$ cat src/rtl/scs8hd_deser_pkg.sv
// Shared constants for the Q-output frame deserializer: FSM state
// encodings and the default word geometry.
package scs8hd_deser_pkg;

    localparam logic [1:0] ST_HUNT  = 2'd0;
    localparam logic [1:0] ST_DATA  = 2'd1;
    localparam logic [1:0] ST_CHECK = 2'd2;

    localparam int               DEF_WIDTH         = 8;
    localparam logic [7:0]       DEF_SYNC_WORD     = 8'hB8;
    localparam int               DEF_FRAME_WORDS   = 4;
    localparam int               DEF_SYNC_LOSS_MAX = 3;

endpackage

$ cat src/rtl/scs8hd_q_deser_if.sv
// Word output channel of the deserializer.
// Handshake: the producer raises WORD_VALID with WORD and holds both stable
// until a CLK edge where WORD_VALID & WORD_READY are both 1; that edge is the
// transfer. WORD_READY may be high while WORD_VALID is low and means nothing then.
interface scs8hd_q_deser_if
    import scs8hd_deser_pkg::*;
#(
    parameter int WIDTH = DEF_WIDTH
);
    logic [WIDTH-1:0] WORD;
    logic             WORD_VALID;
    logic             WORD_READY;

    modport master (output WORD, output WORD_VALID, input WORD_READY);
    modport slave  (input WORD, input WORD_VALID, output WORD_READY);
endinterface

$ cat src/rtl/scs8hd_deser_shreg.sv
// Serial shift register fed from the upstream flop Q, with a comparator
// that looks at the value the register will hold after the current bit.
module scs8hd_deser_shreg
    import scs8hd_deser_pkg::*;
#(
    parameter int               WIDTH     = DEF_WIDTH,
    parameter logic [WIDTH-1:0] SYNC_WORD = DEF_SYNC_WORD
) (
    input  logic             CLK,
    input  logic             RESET,
    input  logic             EN,
    input  logic             D,
    output logic [WIDTH-1:0] sh_next,
    output logic             sync_hit
);
    logic [WIDTH-1:0] sh_q;

    // New bit enters at the LSB, so the first received bit ends up at the MSB.
    assign sh_next  = {sh_q[WIDTH-2:0], D};
    assign sync_hit = (sh_next == SYNC_WORD);

    // Shift only on qualified cycles; reset clears any partial word.
    always_ff @(posedge CLK) begin
        if (RESET) begin
            sh_q <= '0;
        end else if (EN) begin
            sh_q <= sh_next;
        end
    end
endmodule

$ cat src/rtl/scs8hd_q_deser.sv
// Frame deserializer: hunts for the sync word, emits framed data words over
// a single-entry valid/ready output register, and rechecks sync every frame
// with a flywheel that tolerates up to SYNC_LOSS_MAX-1 consecutive misses.
module scs8hd_q_deser
    import scs8hd_deser_pkg::*;
#(
    parameter int               WIDTH         = DEF_WIDTH,
    parameter logic [WIDTH-1:0] SYNC_WORD     = DEF_SYNC_WORD,
    parameter int               FRAME_WORDS   = DEF_FRAME_WORDS,
    parameter int               SYNC_LOSS_MAX = DEF_SYNC_LOSS_MAX
) (
    input  logic                     CLK,
    input  logic                     RESET,
    input  logic                     EN,
    input  logic                     D,
    scs8hd_q_deser_if.master         out_if,
    output logic                     LOCK,
    output logic                     OVERFLOW,
    output logic [1:0]               DBG_STATE
);
    localparam int BW = $clog2(WIDTH);
    localparam int WW = $clog2(FRAME_WORDS + 1);
    localparam int MW = $clog2(SYNC_LOSS_MAX + 1);

    logic [1:0]       state;
    logic [BW-1:0]    bit_cnt;
    logic [WW-1:0]    word_cnt;
    logic [MW-1:0]    miss_cnt;
    logic [WIDTH-1:0] sh_next;
    logic             sync_hit;
    logic             bit_last;
    logic             word_done;
    logic [WIDTH-1:0] word_q;
    logic             valid_q;

    scs8hd_deser_shreg #(
        .WIDTH     (WIDTH),
        .SYNC_WORD (SYNC_WORD)
    ) u_shreg (
        .CLK      (CLK),
        .RESET    (RESET),
        .EN       (EN),
        .D        (D),
        .sh_next  (sh_next),
        .sync_hit (sync_hit)
    );

    assign bit_last  = (bit_cnt == BW'(WIDTH - 1));
    assign word_done = EN && (state == ST_DATA) && bit_last;

    assign LOCK              = (state == ST_DATA) || (state == ST_CHECK);
    assign DBG_STATE         = state;
    assign out_if.WORD       = word_q;
    assign out_if.WORD_VALID = valid_q;

    // Framing FSM and its bit/word/miss counters; everything advances on EN only.
    always_ff @(posedge CLK) begin
        if (RESET) begin
            state    <= ST_HUNT;
            bit_cnt  <= '0;
            word_cnt <= '0;
            miss_cnt <= '0;
        end else if (EN) begin
            case (state)
                ST_HUNT: begin
                    if (sync_hit) begin
                        state    <= ST_DATA;
                        bit_cnt  <= '0;
                        word_cnt <= '0;
                        miss_cnt <= '0;
                    end
                end
                ST_DATA: begin
                    if (bit_last) begin
                        bit_cnt <= '0;
                        if (word_cnt == WW'(FRAME_WORDS - 1)) begin
                            word_cnt <= '0;
                            state    <= ST_CHECK;
                        end else begin
                            word_cnt <= word_cnt + 1'b1;
                        end
                    end else begin
                        bit_cnt <= bit_cnt + 1'b1;
                    end
                end
                ST_CHECK: begin
                    if (bit_last) begin
                        bit_cnt <= '0;
                        if (sync_hit) begin
                            miss_cnt <= '0;
                            state    <= ST_DATA;
                        end else if (miss_cnt == MW'(SYNC_LOSS_MAX - 1)) begin
                            // Shift register keeps its content so HUNT can match on the next bit.
                            miss_cnt <= '0;
                            state    <= ST_HUNT;
                        end else begin
                            miss_cnt <= miss_cnt + 1'b1;
                            state    <= ST_DATA;
                        end
                    end else begin
                        bit_cnt <= bit_cnt + 1'b1;
                    end
                end
                default: begin
                    state    <= ST_HUNT;
                    bit_cnt  <= '0;
                    word_cnt <= '0;
                    miss_cnt <= '0;
                end
            endcase
        end
    end

    // Single-entry output register: a completed word loads if the slot is free
    // or is being drained this cycle, otherwise it is dropped and flagged.
    always_ff @(posedge CLK) begin
        if (RESET) begin
            word_q   <= '0;
            valid_q  <= 1'b0;
            OVERFLOW <= 1'b0;
        end else if (word_done) begin
            if (!valid_q || out_if.WORD_READY) begin
                word_q  <= sh_next;
                valid_q <= 1'b1;
            end else begin
                OVERFLOW <= 1'b1;
            end
        end else if (valid_q && out_if.WORD_READY) begin
            valid_q <= 1'b0;
        end
    end
endmodule

$ cat src/flat_wrapper.sv
// flat-port wrapper written by rule: the top's interface ports become plain ports
module scs8hd_q_deser_flat import scs8hd_deser_pkg::*;
#(
    parameter int               WIDTH         = DEF_WIDTH,
    parameter logic [WIDTH-1:0] SYNC_WORD     = DEF_SYNC_WORD,
    parameter int               FRAME_WORDS   = DEF_FRAME_WORDS,
    parameter int               SYNC_LOSS_MAX = DEF_SYNC_LOSS_MAX
)
  (CLK, RESET, EN, D, LOCK, OVERFLOW, DBG_STATE, out_if_WORD, out_if_WORD_VALID, out_if_WORD_READY);
  scs8hd_q_deser_if #(.WIDTH(WIDTH)) out_if_i ();
  input  logic CLK;
  input  logic RESET;
  input  logic EN;
  input  logic D;
  output logic LOCK;
  output logic OVERFLOW;
  output logic [1:0] DBG_STATE;
  output wire logic [$bits(out_if_i.WORD)-1:0] out_if_WORD;
  output wire logic [$bits(out_if_i.WORD_VALID)-1:0] out_if_WORD_VALID;
  input wire logic [$bits(out_if_i.WORD_READY)-1:0] out_if_WORD_READY;
  assign out_if_WORD = out_if_i.WORD;
  assign out_if_WORD_VALID = out_if_i.WORD_VALID;
  assign out_if_i.WORD_READY = out_if_WORD_READY;
  scs8hd_q_deser #(.WIDTH(WIDTH), .SYNC_WORD(SYNC_WORD), .FRAME_WORDS(FRAME_WORDS), .SYNC_LOSS_MAX(SYNC_LOSS_MAX)) u_core (.CLK(CLK), .RESET(RESET), .EN(EN), .D(D), .out_if(out_if_i), .LOCK(LOCK), .OVERFLOW(OVERFLOW), .DBG_STATE(DBG_STATE));
endmodule
$ cat config.mk
export PLATFORM = sky130hd
export DESIGN_NAME = scs8hd_q_deser_flat
export DESIGN_NICKNAME = d
export VERILOG_FILES = /design/src/rtl/scs8hd_deser_pkg.sv /design/src/rtl/scs8hd_q_deser_if.sv /design/src/rtl/scs8hd_deser_shreg.sv /design/src/rtl/scs8hd_q_deser.sv /design/src/flat_wrapper.sv
export SDC_FILE = /design/constraint.sdc
export NUM_CORES = 1
export LEC_CHECK = 0
export ABC_AREA = 1
export CAP_MARGIN = 20
export CORE_ASPECT_RATIO = 1.75
export CORE_UTILIZATION = 40
export CTS_CLUSTER_SIZE = 20
export DETAILED_ROUTE_END_ITERATION = 7
export PLACE_DENSITY_LB_ADDON = 0.2
export SLEW_MARGIN = 20
export SYNTH_ARGS = -nofsm -noshare
export SYNTH_HDL_FRONTEND = slang
export SYNTH_HIERARCHICAL = 1
export SYNTH_SLANG_ARGS = --single-unit
$ cat constraint.sdc
create_clock -name CLK -period 3.8 [get_ports CLK]
set_input_delay 0.76 -clock CLK [delete_from_list [all_inputs] [get_ports CLK]]
set_output_delay 0.76 -clock CLK [all_outputs]
set_load 0.02 [all_outputs]
==> results of run 1 <==
[cells by family (layout without fill, tap and decap cells)]
kind of cell	Yosys count	count (layout)	synth area share (%)
AOI/OAI and AO/OA	26	26	10.8
adders and majority gates	7	7	7.24
buffers and inverters	21	40	6.93
DFF	27	27	44.7
and+or+nand+nor	87	87	30.4
[worst min-delay path by stage]
stage	depth (start not counted)	slack (ns)	to
3_3_place_gp	2	0.44	u_core/word_cnt[2]
3_5_place_dp	2	0.44	u_core/word_cnt[2]
4_1_cts	2	0.45	u_core/word_cnt[2]
6_report	2	0.45	u_core/word_cnt[2]
5_1_grt	2	0.48	u_core/word_cnt[2]
2_1_floorplan	2	0.42	u_core/word_cnt[2]
[layer usage]
metal / share of wire [%] / track usage [%] / up-vias
met5: 0 / 0 / -
met4: 1.0 / 7.29 / 0
met3: 1.8 / 2.16 / 2
met2: 55 / 34.7 / 8
met1: 42 / 17.7 / 493
li1: - / - / 560
[critical path, delay by kind of cell, from the launching register on]
family | cells | cell delay, ns
adder cells (fa/ha/maj) | 1 | 0.35
buffers and inverters | 2 | 0.72
flip-flops | 1 | 0.39
[state kept, by name, summed over array words and instances (netlist names)]
name,cells
u_core/out_if.WORD,8
u_core/u_shreg/sh_q,7
u_core/bit_cnt,3
u_core/word_cnt,3
u_core/DBG_STATE,2
u_core/miss_cnt,2
u_core/OVERFLOW,1
u_core/out_if.WORD_VALID,1
[layout make-up]
type | instances | area (µm²) | share of cell area (%)
Multi-Input combinational cell | 120 | 586 | 40.4
Sequential cell | 27 | 541 | 37.3
Timing Repair Buffer | 17 | 170 | 11.8
Inverter | 19 | 71.3 | 4.93
Clock buffer | 4 | 45.0 | 3.11
Tap cell | 28 | 35.0 | 2.42
[per-stage QoR]
step                      area (µm²)  cells
after detailed placement        1400    211
after CTS                       1450    215
final                           1450    215
after floorplan                 1210    168
after global placement          1400    211
after global routing            1450    215
[power breakdown]
part	switching, mW	internal (mW)
clock	0.0824	0.0749
combinational	0.0465	0.0287
sequential	0.00917	0.294
[layout by cell type, fill, tap and decap left out]
master / n
a21oi_1: 8
clkbuf_1: 1
clkbuf_8: 3
clkdlybuf4s50_1: 17
dfxtp_1: 27
ha_1: 7
inv_1: 16
inv_2: 3
nand2_1: 24
nand2_2: 2
nand3_1: 3
nand3_2: 1
nand3b_1: 1
nor2_1: 53
nor2_2: 1
nor2_4: 1
nor3_4: 1
o21ai_0: 18
==> metrics.txt, run 1 <==
status=complete, but fails checks; total core area=roughly 2900 µm²; critical path cell sequence=inv_1 > ha_1 > clkdlybuf4s50_1; P_leak=0.633 nW; Post-synth ARST share=0%; Yosys top cell area share=44.7%; initial DRC count=28; drt wl/cell=approximately 12 µm; FILL cells=277; Worst Path Arrival=about 1.7 ns; Setup crit end kind=output port; CP max stage delay=~0.62 ns; top post-synthesis cells by count=nor2_1, dfxtp_1, nand2_1, o21ai_0, inv_1; layout cells sized above 1=~6.4%; number of nets still failing antenna checks after routing=0; RSZ-0062 raised after global routing=no; first-pass GRT wire length=around 4.3 mm; routability congestion estimate from global placement=about 0.76; relative max-transition margin=about 71%; worst skew pair latency=about 0.26 ns; f_max=402 MHz; Clock Path Buffers=2; hold path start=u_core/word_cnt[2]; pre-CTS setup slack=1.45 ns; Post CTS Setup Buffer Count=0; GRT Residual Overflow=0; Buffers on Ports=17; Distinct cells, synth=17; FF-to-FF path depth=7; Area Overhead vs Synth=19.6%; post_cts resized=0; failing checks=design-rule violations; initial antenna violation count=0; CTS tree=done; critical path type=reg2out; period utilization=between 60% and 70%; GRT Total Usage=between 15 and 20%; r2r setup slk=~2.3 ns; Hold WS=approximately 0.45 ns; initial core utilization=41.8%; Vias/cell=around 4.9; Nets=200; First-pass DRT Iterations=6; hold crit path type=reg2reg; #FFs+latches synth=27; row count=26; final core occ=approximately half; ys flop type=dfxtp_1; Antenna Cells=0; Slew @ Worst Pin=0.440 ns; Fin Clk Skew=about 0.0028 ns; Final Hold Fails=0; setup TNS=0 ns; vias in the first global route=~1100; IO Count=18; synth top area cells=dfxtp_1, nor2_1, o21ai_0; CTS root buf=clkbuf_8; Post-synth EDFFs=0; Max H-tree Level=1; Setup crit end=LOCK; CTS buffer count=3; largest net degree at the start of global routing=17; DIE HEIGHT=74.8 µm; Synth warnings=6; via count=1063; CP max-delay cell=clkdlybuf4s50_1; part of the Yosys area used for sequential elements=44.7%; Tmin final=between 2 and 2.5 ns; PD cells=around 370 nW/µm²; final setup fails=0; syn nets=180; Die W=43.6 µm; DRC errors left=1; Final Worst Setup Slack=around 1.3 ns; Mapped Area=between 1000 and 1500 µm²; crit path from=u_core/DBG_STATE[0]; most common cell in the netlist=nor2_1; max_cap viols=0; total power=between 0.5 and 0.6 mW; startpoint types=register; hold_buf cts=0; RR Startpoint=u_core/bit_cnt[0]; maximum vdd drop=roughly 190 µV; fin. max-slew vios=0; TritonCTS Sinks=27; clk slew on worst S/H paths=roughly 0.090 ns; Critical Path RT=3.04 ns; Gate Count Post-Synth=roughly 170; Synth Area per Inst=7.20 µm²; Die ar.=between 3000 and 4000 µm²; DPL Wire Length=1.90 mm; CP max FO=4; Total Routed Length=around 2.5 mm; largest area contributor in the netlist=dfxtp_1; reg2reg end=u_core/out_if.WORD[3]
No activity file was read; power rests on OpenSTA's default activity.
==> run 2, diff against run 1 <==
- clock period: 3.8 -> 2.5 ns (I/O delays scaled with it)
==> results of run 2 <==
The final DEF is identical to that of run 1. Status: complete, but fails checks: design-rule violations.
Main changes from that run: setup slack after placement 1.45 ns -> 0.406 ns; setup slack after layout 1.32 ns -> 0.275 ns; register-to-register setup slack 2.25 ns -> 0.95 ns; total power 0.535 mW -> 0.813 mW; worst IR drop on VDD 191 µV -> 291 µV
